<file path="src/rtl/lpcm_rx_sink_if.sv">
// Bus bundle for the LPCM receive sink: the serial link input and the
// parallel left/right pair output with its status flags.
interface lpcm_rx_sink_if #(
  parameter int SAMPLE_W = 24
);
  logic                bit_en;
  logic                ws;
  logic                sdata;
  logic                out_valid;
  logic                out_ready;
  logic [SAMPLE_W-1:0] out_left;
  logic [SAMPLE_W-1:0] out_right;
  logic                frame_err;
  logic                overflow;

  modport master (
    output bit_en, ws, sdata, out_ready,
    input  out_valid, out_left, out_right, frame_err, overflow
  );

  modport slave (
    input  bit_en, ws, sdata, out_ready,
    output out_valid, out_left, out_right, frame_err, overflow
  );
endinterface

</file>
<file path="src/rtl/lpcm_rx_sink.sv">
// LPCM receive sink: deserializes a left-justified two-channel stream into
// left/right pairs, buffers them in a small FIFO and flags framing errors.
module lpcm_rx_sink #(
  parameter int SAMPLE_W   = 24,
  parameter int SLOT_W     = 32,
  parameter int FIFO_DEPTH = 4
) (
  input  logic          clk,
  input  logic          reset,
  lpcm_rx_sink_if.slave bus
);
  localparam int CW = $clog2(SLOT_W + 1);
  localparam int AW = $clog2(FIFO_DEPTH);
  localparam logic [CW-1:0] C_SAMPLE = CW'(SAMPLE_W);
  localparam logic [CW-1:0] C_SLOT   = CW'(SLOT_W);
  localparam logic [CW-1:0] C_ONE    = CW'(1);

  typedef enum logic [1:0] {S_HUNT, S_LEFT, S_RIGHT} state_t;

  state_t                r_state, w_state_nx;
  logic [CW-1:0]         r_cnt, w_cnt_nx, w_cnt_inc;
  logic                  r_prev_ws;
  logic [SAMPLE_W-1:0]   r_left_sh, w_left_sh_nx;
  logic [SAMPLE_W-1:0]   r_right_sh, w_right_sh_nx;
  logic [SAMPLE_W-1:0]   r_left_hold, w_left_hold_nx;
  logic [SAMPLE_W-1:0]   w_sd_ext, w_left_shift, w_right_shift;
  logic                  w_boundary, w_push, w_ferr_nx;
  logic [2*SAMPLE_W-1:0] w_push_data;
  logic                  r_frame_err, r_overflow;

  logic [AW:0]           r_wr_ptr, r_rd_ptr;
  logic [SAMPLE_W-1:0]   r_mem_l [FIFO_DEPTH];
  logic [SAMPLE_W-1:0]   r_mem_r [FIFO_DEPTH];
  logic                  w_empty, w_full, w_pop, w_wr;

  assign w_sd_ext      = SAMPLE_W'(bus.sdata);
  assign w_left_shift  = (r_left_sh << 1) | w_sd_ext;
  assign w_right_shift = (r_right_sh << 1) | w_sd_ext;
  assign w_boundary    = (bus.ws != r_prev_ws);
  assign w_cnt_inc     = (r_cnt == C_SLOT) ? r_cnt : r_cnt + C_ONE;

  // NOTE: every output of this block gets a default first so no path can infer a latch.
  always_comb begin
    w_state_nx     = r_state;
    w_cnt_nx       = r_cnt;
    w_left_sh_nx   = r_left_sh;
    w_right_sh_nx  = r_right_sh;
    w_left_hold_nx = r_left_hold;
    w_push         = 1'b0;
    w_push_data    = {r_left_hold, r_right_sh};
    w_ferr_nx      = 1'b0;
    if (bus.bit_en) begin
      w_cnt_nx = w_cnt_inc;
      unique case (r_state)
        S_HUNT: begin
          if (w_boundary && !bus.ws) begin
            w_state_nx   = S_LEFT;
            w_left_sh_nx = w_sd_ext;
            w_cnt_nx     = C_ONE;
          end
        end
        S_LEFT: begin
          if (w_boundary) begin
            if (r_cnt >= C_SAMPLE) begin
              w_state_nx     = S_RIGHT;
              w_left_hold_nx = r_left_sh;
              w_right_sh_nx  = w_sd_ext;
              w_cnt_nx       = C_ONE;
              // A one-bit sample completes the right channel on its MSB.
              if (C_SAMPLE == C_ONE) begin
                w_push      = 1'b1;
                w_push_data = {r_left_sh, w_sd_ext};
              end
            end else begin
              w_ferr_nx  = 1'b1;
              w_state_nx = S_HUNT;
            end
          end else if (r_cnt == C_SLOT) begin
            w_ferr_nx  = 1'b1;
            w_state_nx = S_HUNT;
          end else if (r_cnt < C_SAMPLE) begin
            w_left_sh_nx = w_left_shift;
          end
        end
        S_RIGHT: begin
          if (w_boundary) begin
            // A short right slot is an error, but its ws edge still opens a left slot.
            w_ferr_nx    = (r_cnt < C_SAMPLE);
            w_state_nx   = S_LEFT;
            w_left_sh_nx = w_sd_ext;
            w_cnt_nx     = C_ONE;
          end else if (r_cnt == C_SLOT) begin
            w_ferr_nx  = 1'b1;
            w_state_nx = S_HUNT;
          end else if (r_cnt < C_SAMPLE) begin
            w_right_sh_nx = w_right_shift;
            if (w_cnt_inc == C_SAMPLE) begin
              w_push      = 1'b1;
              w_push_data = {r_left_hold, w_right_shift};
            end
          end
        end
        default: w_state_nx = S_HUNT;
      endcase
    end
  end

  // NOTE: sequential state uses non-blocking assignments so all registers update together.
  always_ff @(posedge clk or posedge reset) begin
    if (reset) begin
      r_state     <= S_HUNT;
      r_cnt       <= '0;
      r_prev_ws   <= 1'b0;
      r_left_sh   <= '0;
      r_right_sh  <= '0;
      r_left_hold <= '0;
      r_frame_err <= 1'b0;
    end else begin
      r_state     <= w_state_nx;
      r_cnt       <= w_cnt_nx;
      r_prev_ws   <= bus.bit_en ? bus.ws : r_prev_ws;
      r_left_sh   <= w_left_sh_nx;
      r_right_sh  <= w_right_sh_nx;
      r_left_hold <= w_left_hold_nx;
      r_frame_err <= w_ferr_nx;
    end
  end

  assign w_empty = (r_wr_ptr == r_rd_ptr);
  assign w_full  = (r_wr_ptr[AW] != r_rd_ptr[AW]) &&
                   (r_wr_ptr[AW-1:0] == r_rd_ptr[AW-1:0]);
  assign w_pop   = !w_empty && bus.out_ready;
  // A pop in the same cycle frees the slot, so a full FIFO still accepts.
  assign w_wr    = w_push && (!w_full || w_pop);

  always_ff @(posedge clk or posedge reset) begin
    if (reset) begin
      r_wr_ptr   <= '0;
      r_rd_ptr   <= '0;
      r_overflow <= 1'b0;
    end else begin
      if (w_wr) r_wr_ptr <= r_wr_ptr + 1'b1;
      if (w_pop) r_rd_ptr <= r_rd_ptr + 1'b1;
      if (w_push && !w_wr) r_overflow <= 1'b1;
    end
  end

  // NOTE: pair storage is not reset; the outputs are forced to zero whenever the FIFO is empty.
  always_ff @(posedge clk) begin
    if (w_wr) begin
      r_mem_l[r_wr_ptr[AW-1:0]] <= w_push_data[2*SAMPLE_W-1:SAMPLE_W];
      r_mem_r[r_wr_ptr[AW-1:0]] <= w_push_data[SAMPLE_W-1:0];
    end
  end

  assign bus.out_valid = !w_empty;
  assign bus.out_left  = w_empty ? '0 : r_mem_l[r_rd_ptr[AW-1:0]];
  assign bus.out_right = w_empty ? '0 : r_mem_r[r_rd_ptr[AW-1:0]];
  assign bus.frame_err = r_frame_err;
  assign bus.overflow  = r_overflow;
endmodule

</file>
<file path="src/flat_wrapper.sv">
// flat-port wrapper written by rule: the top's interface ports become plain ports
module lpcm_rx_sink_flat 
#(
  parameter int SAMPLE_W   = 24,
  parameter int SLOT_W     = 32,
  parameter int FIFO_DEPTH = 4
)
  (clk, reset, bus_bit_en, bus_ws, bus_sdata, bus_out_ready, bus_out_valid, bus_out_left, bus_out_right, bus_frame_err, bus_overflow);
  lpcm_rx_sink_if #(.SAMPLE_W(SAMPLE_W)) bus_i ();
  input  logic clk;
  input  logic reset;
  input wire logic [$bits(bus_i.bit_en)-1:0] bus_bit_en;
  input wire logic [$bits(bus_i.ws)-1:0] bus_ws;
  input wire logic [$bits(bus_i.sdata)-1:0] bus_sdata;
  input wire logic [$bits(bus_i.out_ready)-1:0] bus_out_ready;
  output wire logic [$bits(bus_i.out_valid)-1:0] bus_out_valid;
  output wire logic [$bits(bus_i.out_left)-1:0] bus_out_left;
  output wire logic [$bits(bus_i.out_right)-1:0] bus_out_right;
  output wire logic [$bits(bus_i.frame_err)-1:0] bus_frame_err;
  output wire logic [$bits(bus_i.overflow)-1:0] bus_overflow;
  assign bus_i.bit_en = bus_bit_en;
  assign bus_i.ws = bus_ws;
  assign bus_i.sdata = bus_sdata;
  assign bus_i.out_ready = bus_out_ready;
  assign bus_out_valid = bus_i.out_valid;
  assign bus_out_left = bus_i.out_left;
  assign bus_out_right = bus_i.out_right;
  assign bus_frame_err = bus_i.frame_err;
  assign bus_overflow = bus_i.overflow;
  lpcm_rx_sink #(.SAMPLE_W(SAMPLE_W), .SLOT_W(SLOT_W), .FIFO_DEPTH(FIFO_DEPTH)) u_core (.clk(clk), .reset(reset), .bus(bus_i));
endmodule
</file>
<file path="config.mk">
export PLATFORM = sky130hd
export DESIGN_NAME = lpcm_rx_sink_flat
export DESIGN_NICKNAME = d
export VERILOG_FILES = /design/src/rtl/lpcm_rx_sink_if.sv /design/src/rtl/lpcm_rx_sink.sv /design/src/flat_wrapper.sv
export SDC_FILE = /design/constraint.sdc
export NUM_CORES = 1
export LEC_CHECK = 0
export BUFFER_PORTS_ARGS = -buffer_cell sky130_fd_sc_hd__buf_2
export CORE_ASPECT_RATIO = 0.8
export CORE_MARGIN = 2
export CORE_UTILIZATION = 50
export DETAILED_ROUTE_END_ITERATION = 8
export PLACE_DENSITY_LB_ADDON = 0.25
export SYNTH_ARGS = -nofsm -noshare
export SYNTH_HDL_FRONTEND = slang
export SYNTH_SLANG_ARGS = --single-unit
export TNS_END_PERCENT = 10
</file>
<file path="constraint.sdc">
create_clock -name clk -period 4.4 [get_ports clk]
set_input_delay 0.22 -clock clk [delete_from_list [all_inputs] [get_ports clk]]
set_output_delay 0.22 -clock clk [all_outputs]
set_load 0.05 [all_outputs]
</file>
Word level (Yosys, flattened, before mapping)
Memories as Yosys holds them, arrays and structs flattened. Cells that the tools add are included.

Output and inout bits: 51. Word-level logic and storage cells: 100. RAM bits: 192. Register bits: 89. Bits in latches: 0. Memories: 2. Memory bits (read-only): 0. Input port bits: 6.

Memories: u_core.r_mem_l (words 4, width 24, rd ports 1, clocked after memory_dff 0, write ports 1, line lpcm_rx_sink.sv:32) `logic [SAMPLE_W-1:0] r_mem_l [FIFO_DEPTH];`; u_core.r_mem_r (words 4, width 24, rd ports 1, clocked after memory_dff 0, write ports 1, line lpcm_rx_sink.sv:33) `logic [SAMPLE_W-1:0] r_mem_r [FIFO_DEPTH];`.

Reduce and logical (&&, ||, !) cells: 17. Bitwise gates (word level): 2. Equal/unequal tests: 18. Magnitude comparators: 2. Multipliers: 0. Add/sub/neg operators: 3. Multiplexer cells: 46. Div/mod/pow operators: 0. Shift operators: 0.

Operators with widths (count): 2-to-1 mux 24 bit (18); case mux 24 bit (3 select lines) (1); bitwise OR 24 x 1 -> 24 bit (2); case mux 24 bit (2 select lines) (1); 2-to-1 mux 6 bit (5); case mux 6 bit (3 select lines) (1); AND reduction 7 bit (2); 2-to-1 mux 1 bit (13); inequality test 2 x 1 -> 1 bit, second input constant (6); 2-to-1 mux 2 bit (5); inequality test 2 bit, second input constant (4); adder 3 x 1 -> 3 bit, second input constant (2); adder 6 x 1 -> 6 bit, second input constant (1); == test 6 x 5 -> 1 bit, second input constant (1); == test 6 bit, second input constant (1); greater-or-equal comparator 6 x 5 -> 1 bit, second input constant (1); < comparator 6 x 5 -> 1 bit, second input constant (1); case mux 2 bit (3 select lines) (1); logical AND 1 bit (5); zero test 1 bit (4); AND reduction 4 bit (1); == test 3 bit (1); nonzero test 3 bit (1); == test 2 x 1 -> 1 bit, second input constant (1); 8 further kinds (9).

Longest topological paths before layout
Gate-level depths: netlist of the first run.

Word-level depth: 12. Mapped depth: 7. Depth with buffers taken out: 6.

Worst setup path after synthesis of the first run
OpenSTA, ideal clock, no wires.

Path kind: register -> register. Start point: register u_core.r_cnt[0]. End point: memory u_core.r_mem_l[3][0] (enable). Path slack: 0.945 ns. Period minus slack after synthesis: 3.455 ns. Buffers on the path: 0. Cell stages (with the launch flop): 6. Data required time: 3.965 ns. Arrival time: 3.020 ns. Setup time: 0.435 ns. Path through: dfrtp_1 inv_1 ha_1 and3b_1 nand4_2 a2111oi_4.

Cells in the longest elaborated chain, start to end: 12. Elaborated cells on any way between the ends: 14. Those cells by class: 1 x add/sub; 1 x order compare; 2 x eq/ne; 9 x mux; 1 x reduce/logical.

Ends and longest elaborated chain: start: declaration (line lpcm_rx_sink.sv:21) `logic [CW-1:0] r_cnt, w_cnt_nx, w_cnt_inc;`; start signal: assignment (line lpcm_rx_sink.sv:120) `r_cnt <= w_cnt_nx;`; adder 6 x 1 -> 6 bit / == test 6 bit (equally long branches) (line lpcm_rx_sink.sv:40, lpcm_rx_sink.sv:92); 2-to-1 mux 6 bit (line lpcm_rx_sink.sv:40) `assign w_cnt_inc = (r_cnt == C_SLOT) ? r_cnt : r_cnt + C_ONE;`; == test 6 x 5 -> 1 bit (line lpcm_rx_sink.sv:97) `if (w_cnt_inc == C_SAMPLE) begin`; 2-to-1 mux 1 bit (line lpcm_rx_sink.sv:97); 2-to-1 mux 1 bit (line lpcm_rx_sink.sv:95) `end else if (r_cnt < C_SAMPLE) begin`; 2-to-1 mux 1 bit (*) (line lpcm_rx_sink.sv:92) `end else if (r_cnt == C_SLOT) begin`; 2-to-1 mux 1 bit (*) (line lpcm_rx_sink.sv:86) `if (w_boundary) begin`; 2-to-1 mux 1 bit (*) (line lpcm_rx_sink.sv:54) `unique case (r_state)`; 2-to-1 mux 1 bit (*) (line lpcm_rx_sink.sv:52) `if (bus.bit_en) begin`; logical AND 1 bit (*) (line lpcm_rx_sink.sv:134) `assign w_wr = w_push && (!w_full || w_pop);`; 2-to-1 mux 1 bit (*) (line lpcm_rx_sink.sv:150) `if (w_wr) begin`; 2-to-1 mux 1 bit (implied by the code) (*) (line lpcm_rx_sink.sv:151) `r_mem_l[r_wr_ptr[AW-1:0]] <= w_push_data[2*SAMPLE_W-1:SAMPLE_W];`; end: declaration (line lpcm_rx_sink.sv:32).

Every way passes the cells marked *; elsewhere a longest branch is shown, timed or not.

Worst setup path after layout of the first run
Start point: register u_core.r_state[0]. End point: memory u_core.r_mem_l[1][4] (enable).

Cells in the longest elaborated chain, start to end: 6.

Ends and longest elaborated chain: start: declaration (line lpcm_rx_sink.sv:20) `state_t r_state, w_state_nx;`; start signal: assignment (line lpcm_rx_sink.sv:119) `r_state <= w_state_nx;`; == test 2 bit (line lpcm_rx_sink.sv:54); 2-to-1 mux 1 bit (line lpcm_rx_sink.sv:54); 2-to-1 mux 1 bit (line lpcm_rx_sink.sv:52); logical AND 1 bit (line lpcm_rx_sink.sv:134); 2-to-1 mux 1 bit (line lpcm_rx_sink.sv:150); 2-to-1 mux 1 bit (implied by the code) (line lpcm_rx_sink.sv:151).

Every way passes these cells.

==> implementation parameters, run 1 <==
Parameter                              Value

Outcome
  Outcome ... complete, no violations

Layout
  Non-Filler Instances ... 1113
  Final net count ... 797
  Multi-input combinational cell area ... around 3400 um2
  Fraction of layout cells with a size suffix above 1 ... 27.1%
  Area growth syn-to-layout ... 14.0%
  Design Area, Final ... approximately 13000 um2
  Register Area ... 8000 um2
  Most common library cell in the layout ignoring fill and taps ... edfxtp_1
  Ant diodes ... 0
  Highest-count cells in the layout ignoring fill and taps ... edfxtp_1 (192), dfrtp_1 (87), mux2i_1 (70), inv_1 (56), buf_2 (56)
  Filler instances ... 1781

Critical path
  Worst path arrival time ... ~3.7 ns
  Depth of the worst register-to-register path ... 7
  Setup slack of the worst register-to-register path ... ~0.87 ns
  Largest fanout of any net on the critical path ... 35
  Crit end category ... flip-flop
  Source of the worst register-to-register timing path ... u_core.r_state[0]
  Path type of the worst setup path ... flip-flop to flip-flop
  Capture instance of the worst register-to-register path ... u_core.r_mem_l[1][4]
  Worst EP required ... between 4 and 5 ns
  Type of origin of the critical path ... flip-flop

CTS
  Cts repair resizes ... 0
  Max H-tree Level ... 1
  Post-CTS repair timing setup buffer count ... 0
  TritonCTS clock tree ... done
  Bufs on Longest Clock Path ... 3
  Clk root buf ... clkbuf_16
  Inserted Clock Buffers ... 28
  Reg clk slew, reported paths ... 0.06 ns
  Cts hold-fix bufs ... 4
  Clock latency on the worst-skew pair ... 0.55 ns
  Total clock sinks ... around 280

Min path
  Path class of the lowest-slack min-delay path ... input port to flip-flop
  Hold Path Origin ... bus_bit_en
  Hold EP ... u_core.bus.frame_err
  Hold Crit Depth ... 3

Logic synthesis
  Synthesized instance count ... ~710
  Distinct cell type count of the synthesized netlist ... 55
  Combinational family with the most area after synthesis ... multiplexers
  Simple-gate portion of the synthesized area ... 6.17%
  Share of the synthesized netlist area taken by xor and xnor gates ... 0.592%
  Adder-cell area share of the yosys netlist ... 1.27%
  Proportion of synthesized flip-flops having asynchronous set or reset ... a little under a third
  Yosys warning count ... 0
  Synthesized area per cell ... between 15 and 20 um2
  Area fraction in compound gates after synthesis ... 2.87%
  Post-synth EDFFs ... approximately 190
  Mux share of post-synthesis cell area ... 18.0%
  Most used DFF post-synth ... edfxtp_1
  Sequential cell area fraction in the yosys report ... 67.5%
  Syn_nets ... 729
  Mapped Area ... 11800 um2
  Number of synthesized register bits ... 281

Global routing
  Total Routing Usage GR ... between 10% and 20%
  Global-route wire length before repair ... 34700 um
  Vias in the first global route ... between 6000 and 7000
  Global routing's busiest layer ... met2
  Maximum number of pins on one net before global-route repair ... 51
  Grt met1 use ... 25.6%
  Initial antenna violation count ... 0
  Total gr overflow ... 0
  M2 GR Usage ... 29.3%
  Met3 Resource Use GR ... ~2.9%

Timing
  Setup TNS ... 0 ns
  Post-route clock skew ... 0.0229 ns
  Max Freq ... 283 MHz
  Minimum clock period ... 3.53 ns
  Unrepaired setup endpoints after global routing ... no
  Fin. max-slew vios ... 0
  Hold violation count in the final report ... 0
  Crit share post-route ... 80.2%
  Worst rel slew slack ... roughly 31%
  Worst Max-Slew Pin Slew ... 1.04 ns
  Setup violations, final ... 0

Power and ir drop
  Fraction of power spent switching nets ... 35.8%
  Switching component of the power ... roughly 3.1 mW
  Cell-internal power ... 5.60 mW
  Clock group share of total power ... slightly below 30%
  Leakage Power ... 4.92 nW
  Total power draw ... approximately 8.7 mW
  Worst vdd rail ir drop ... 0.318 mV
  Cell area power density ... 646 nW/um2
  Comb pwr share ... 32.7%
  Share of power burned in registers ... 37.9%

Placed design
  Count of input and output buffers ... 56
  Global placement routability congestion ... 0.784
  Cells after DPL ... 1057
  Post-DP HPWL ... 13300 um
  Placement Cell Area ... 12400 um2

Detailed routing
  Initial detailed-routing violation count ... 503
  Final wirelength ... 21500 um
  Via/cell ratio ... 5.36
  Final antenna-violating net count ... 0
  Routed via count ... 5969
  Detailed Routing Iterations Pass 1 ... 5
  Post-route DRC violation count ... 0
  Wire length per cell ... 19.3 um

Floorplanning
  Initial cell density of the core ... 50.8%
  Die Y-Extent ... 142 um
  Core Rows ... 50
  Number of top-level pins ... 57
  Placeable core area ... 23300 um2
  Horizontal die dimension ... between 150 and 200 um
  DIE AREA ... 24900 um2

Run
  Max-cap violations ... 0
[flip-flops by register name, summed over array words and instances, names as in the netlist]
signal                count
u_core.r_mem_l           96
u_core.bus.frame_err      1
u_core.bus.overflow       1
u_core.r_state            2
u_core.r_mem_r           96
u_core.r_cnt              6
u_core.r_left_hold       24
u_core.r_wr_ptr           3
u_core.r_rd_ptr           3
u_core.r_left_sh         24
u_core.r_prev_ws          1
u_core.r_right_sh        24
[layer usage]
layer	up-vias	wire, um	share of wire [%]
li1	2758	-	-
met1	3054	9770	45
met2	124	10300	48
met3	33	1010	4.7
met4	0	425	2.0
met5	-	0	0
[Yosys cell counts, types with 2 or more instances]
| master | count | area share (%) |
|---|---|---|
| nand2_1 | 53 | 1.7 |
| mux4_2 | 48 | 9.1 |
| ha_1 | 12 | 1.3 |
| mux2_2 | 26 | 2.5 |
| clkbuf_1 | 17 | 0.54 |
| a21o_1 | 2 | 0.13 |
| mux2_1 | 5 | 0.48 |
| nand3_1 | 3 | 0.13 |
| buf_2 | 10 | 0.42 |
| xor2_1 | 3 | 0.22 |
| and3b_1 | 2 | 0.15 |
| a21oi_4 | 2 | 0.27 |
| a31o_2 | 2 | 0.15 |
| nor2b_1 | 2 | 0.11 |
| a21oi_1 | 6 | 0.25 |
| inv_1 | 57 | 1.8 |
| edfxtp_1 | 192 | 49 |
| buf_6 | 8 | 0.76 |
| o211ai_1 | 2 | 0.13 |
| dfrtp_1 | 89 | 19 |
| xnor2_1 | 5 | 0.37 |
| mux2i_1 | 70 | 5.9 |
| nor3_1 | 4 | 0.17 |
| nor2_1 | 7 | 0.22 |
| o2bb2ai_1 | 3 | 0.22 |
| and2_1 | 52 | 2.7 |
[area by class of cell]
class                      instances  area share (%)
multi-input combinational        336            25.4
clock inverter                    18            1.93
tap                              312            2.89
timing repair buffer              74            3.34
sequential                       281            59.3
clock buffer                      34            5.58
inverter                          58            1.62
[power by group through the flow]
stage	Sequential (mW)	Combinational, mW	Clock, mW
6_report	3.31	2.85	2.56
5_1_grt	3.34	3.06	2.70
4_1_cts	3.31	2.90	2.61
3_5_place_dp	3.36	2.88	0
3_3_place_gp	3.35	2.83	0
2_1_floorplan	3.24	2.39	0
[worst max path at each step]
stage	start	end	slack [ns]
final	u_core.r_state[0]	u_core.r_mem_l[1][4]	0.87
after global routing	u_core.r_state[0]	u_core.r_mem_l[1][5]	0.62
after CTS	u_core.r_state[0]	u_core.r_mem_l[1][5]	0.88
after detailed placement	u_core.r_state[0]	u_core.r_mem_l[1][7]	0.89
after global placement	u_core.r_state[0]	u_core.r_mem_l[1][8]	0.96
after floorplan	u_core.r_cnt[0]	u_core.r_mem_l[3][0]	0.94
[worst max-delay path: stages (launching register included)]
cell and delay [ns]:
dfrtp_1 0.42, inv_1 0.10, ha_1 0.85, and2_2 0.37
nand4_2 0.21, a211oi_2 0.39, and2_2 0.52, buf_12 0.31
[stage by stage]
step | hold slack [ns] | setup slack [ns] | utilization (%)
floorplan | 0.352 | 0.945 | -
global placement | 0.403 | 0.955 | 53.3
detailed placement | 0.413 | 0.887 | 53.3
CTS | 0.0129 | 0.883 | 57.8
global route | 0.0491 | 0.621 | 57.8
finish | 0.0255 | 0.872 | 57.8
[cell families (layout without fill, tap and decap cells)]
group | count (synthesis) | count (layout)
AND/OR/NAND/NOR | 136 | 136
multiplexers | 149 | 149
AO/OA/AOI/OAI | 31 | 31
buffers and inverters | 94 | 184
XOR/XNOR | 8 | 8
flip-flops | 281 | 281
adder cells (fa/ha/maj) | 12 | 12
Power figures use the tool's default switching activity.
==> run 2: changes to the inputs <==
--- a/config.mk
+++ b/config.mk
@@ -5,6 +5,7 @@
 export SDC_FILE = /design/constraint.sdc
 export NUM_CORES = 1
 export LEC_CHECK = 0
+export ABC_AREA = 1
 export BUFFER_PORTS_ARGS = -buffer_cell sky130_fd_sc_hd__buf_2
 export CORE_ASPECT_RATIO = 0.8
 export CORE_MARGIN = 2
==> constraint.sdc (replaced) <==
create_clock -name clk -period 3.47 [get_ports clk]
set_input_delay 0.1735 -clock clk [delete_from_list [all_inputs] [get_ports clk]]
set_output_delay 0.1735 -clock clk [all_outputs]
set_load 0.05 [all_outputs]
==> implementation parameters, run 2 <==
Parameter                              Value

Timing
  Max Freq ... 339 MHz
  Final setup slack of the worst path ... around 0.52 ns
  Crit share post-route ... a little over four fifths
  Fin. max-slew vios ... 0
  Smallest hold slack ... 0.379 ns
  Unrepaired setup endpoints after global routing ... no
  Worst rel slew slack ... 22.3%
  Hold violation count in the final report ... 0
  Setup TNS ... 0 ns
  Worst Max-Slew Pin Slew ... roughly 1.2 ns
  Post-route clock skew ... 0.0179 ns
  Minimum clock period ... 2.95 ns
  Setup violations, final ... 0

Logic synthesis
  Distinct cell type count of the synthesized netlist ... 37
  Most frequent cell after synthesis ... nand2_1
  Number of synthesized register bits ... 281
  Synthesized instance count ... approximately 1100
  Yosys warning count ... 0
  Proportion of synthesized flip-flops having asynchronous set or reset ... 31.7%
  Post-synth EDFFs ... between 150 and 200
  Synthesized area per cell ... 11.0 um2
  Cell type contributing the most total cell area after synthesis ... edfxtp_1
  Top cells by area in the synthesized netlist ... edfxtp_1 (48%), dfrtp_1 (19%), nand2_1 (7.0%)
  Mapped Area ... 12000 um2
  Sequential cell area fraction in the yosys report ... around two thirds
  Most used DFF post-synth ... edfxtp_1
  Syn_nets ... 1110
  Yosys top cell area share ... 48.1%
  Top cell types by occurrence after synthesis ... nand2_1 (224), edfxtp_1 (192), nor2_1 (159)

Critical path
  Capture instance of the worst register-to-register path ... u_core.r_mem_r[0][3]
  Path type of the worst setup path ... flip-flop to primary output
  Largest fanout of any net on the critical path ... between 90 and 100
  Setup slack of the worst register-to-register path ... slightly below 0.8 ns
  Source of the worst register-to-register timing path ... u_core.r_prev_ws
  Depth of the worst register-to-register path ... 8
  Worst path arrival time ... 2.78 ns
  Slowest stage cell, crit path ... buf_4
  Crit end category ... primary output
  Sequence of cells on the critical path ... buf_4, nor2_1, o32ai_1, nand2_1, inv_1, buf_2
  Buf/Inv on CP ... 3
  Peak per-stage delay on the critical path ... around 0.75 ns
  Type of origin of the critical path ... flip-flop
  Crit-path leading delay family ... buffers and inverters
  Worst EP required ... roughly 3.3 ns

Layout
  Multi-input combinational cell area ... 3270 um2
  Core occupancy in the finished layout ... 57.3%
  Highest-count cells in the layout ignoring fill and taps ... nand2_1 (223), edfxtp_1 (192), nor2_1 (156), inv_1 (101), dfrtp_1 (87)
  Fraction of layout cells with a size suffix above 1 ... between 10% and 20%
  Register Area ... between 7000 and 8000 um2
  Area growth syn-to-layout ... 12.3%
  Filler instances ... 1957
  Design Area, Final ... around 13000 um2
  Final net count ... 1156
  Ant diodes ... 0
  Most common library cell in the layout ignoring fill and taps ... nand2_1

CTS
  Cts repair resizes ... 0
  TritonCTS clock tree ... done
  Bufs on Longest Clock Path ... 3
  Inserted Clock Buffers ... 28
  Clock latency on the worst-skew pair ... 0.54 ns
  Total clock sinks ... between 200 and 300
  Reg clk slew, reported paths ... approximately 0.060 ns
  Max H-tree Level ... 1
  Post-CTS repair timing setup buffer count ... 0
  Clk root buf ... clkbuf_16

Run
  Max-cap violations ... 0

Floorplanning
  Horizontal die dimension ... 177 um
  DIE AREA ... 25200 um2
  Number of top-level pins ... between 50 and 60
  Placeable core area ... around 23000 um2
  Core Rows ... 50
  Die Y-Extent ... between 100 and 150 um
  Initial cell density of the core ... 51.1%

Global routing
  Global-route wire length before repair ... 39200 um
  Total Routing Usage GR ... 19.5%
  Vias in the first global route ... 7303
  Total gr overflow ... 0
  Initial antenna violation count ... 0
  Maximum number of pins on one net before global-route repair ... 98

Power and ir drop
  Share of power burned in registers ... 35.4%
  Comb pwr share ... 39.7%
  Cell area power density ... 847 nW/um2
  Cell-internal power ... 6.52 mW
  Leakage Power ... between 5 and 6 nW
  Switching component of the power ... 4.87 mW
  Clock group share of total power ... between 20% and 30%
  Fraction of power spent switching nets ... 42.8%
  Worst vdd rail ir drop ... about 0.51 mV

Placed design
  Global placement routability congestion ... 0.836
  Placement Cell Area ... 12500 um2
  Worst setup timing slack at the placement stage ... 0.813 ns
  Count of input and output buffers ... between 50 and 60
  Post-DP HPWL ... 14200 um

Outcome
  Outcome ... complete, no violations

Detailed routing
  Detailed Routing Iterations Pass 1 ... 4
  Wire length per cell ... around 16 um
  Final wirelength ... 23800 um
  Post-route DRC violation count ... 0
  Via/cell ratio ... 5.23
  Final antenna-violating net count ... 0
  Initial detailed-routing violation count ... 670
  Routed via count ... 7697

Min path
  Path class of the lowest-slack min-delay path ... input port to async pin
==> run 2: worst max path at each step <==
stage,start,endpoint,slack [ns],depth (start not counted)
floorplan,u_core.r_prev_ws,u_core.r_mem_l[0][0],-0.47,7
global placement,u_core.r_prev_ws,u_core.r_mem_r[0][14],0.81,8
detailed placement,u_core.r_prev_ws,u_core.r_mem_r[0][14],0.81,8
CTS,u_core.r_rd_ptr[0],bus_out_right[20],0.51,6
global route,u_core.r_rd_ptr[0],bus_out_right[20],0.31,6
finish,u_core.r_rd_ptr[0],bus_out_right[20],0.52,6
==> run 2: timing repair <==
item | CTS | global route
hold buffers | 5 | 0
endpoints found under the hold margin | 61 | 0
setup endpoints to repair | 0 | 0
==> run 2: cell families (layout without fill, tap and decap cells) <==
kind of cell | after synthesis | after routing | share of synthesized area (%)
fa+ha+maj | 12 | 12 | 1.25
simple gates | 424 | 424 | 14.6
buf+inv | 172 | 240 | 6.28
xor+xnor | 4 | 4 | 0.292
compound gates | 199 | 199 | 10.8
flops | 281 | 281 | 66.7
==> run 2: power groups by stage <==
| stage | clock, mW | combinational (mW) | sequential, mW |
|---|---|---|---|
| 2_1_floorplan | 0 | 3.63 | 4.03 |
| 3_3_place_gp | 0 | 4.51 | 4.08 |
| 3_5_place_dp | 0 | 4.56 | 4.10 |
| 4_1_cts | 2.90 | 4.58 | 4.03 |
| 5_1_grt | 3.03 | 4.95 | 4.06 |
| 6_report | 2.84 | 4.53 | 4.03 |
==> run 2: per-stage QoR <==
| stage | instances | power, mW |
|---|---|---|
| after global routing | 1472 | 12.0 |
| final | 1472 | 11.4 |
| after floorplan | 1092 | 7.66 |
| after detailed placement | 1415 | 8.66 |
| after global placement | 1415 | 8.59 |
| after CTS | 1472 | 11.5 |
==> run 2: metal layers <==
layer,GRT usage (%),routed length (um)
met1,29.9,12000
met2,30.2,10400
met3,2.46,946
met4,4.05,430
met5,0,0
==> run 2: cell type report <==
| cell class | instances | area share, % |
|---|---|---|
| inverters | 110 | 3.08 |
| repair buffers | 78 | 3.87 |
| multi-input cells | 639 | 24.3 |
| clock inverters | 12 | 0.716 |
| well taps | 312 | 2.90 |
| flip-flops and latches | 281 | 59.4 |
| clock buffers | 40 | 5.69 |
==> run 2: worst reg2reg max path, cell delays in order, from the launching register on <==
cell	delay [ns]
dfrtp_1	0.38
ha_1	0.33
inv_1	0.10
a211oi_2	0.34
nand3_2	0.17
nor2_4	0.14
nand2_2	0.14
nor2_4	0.43
buf_12	0.29
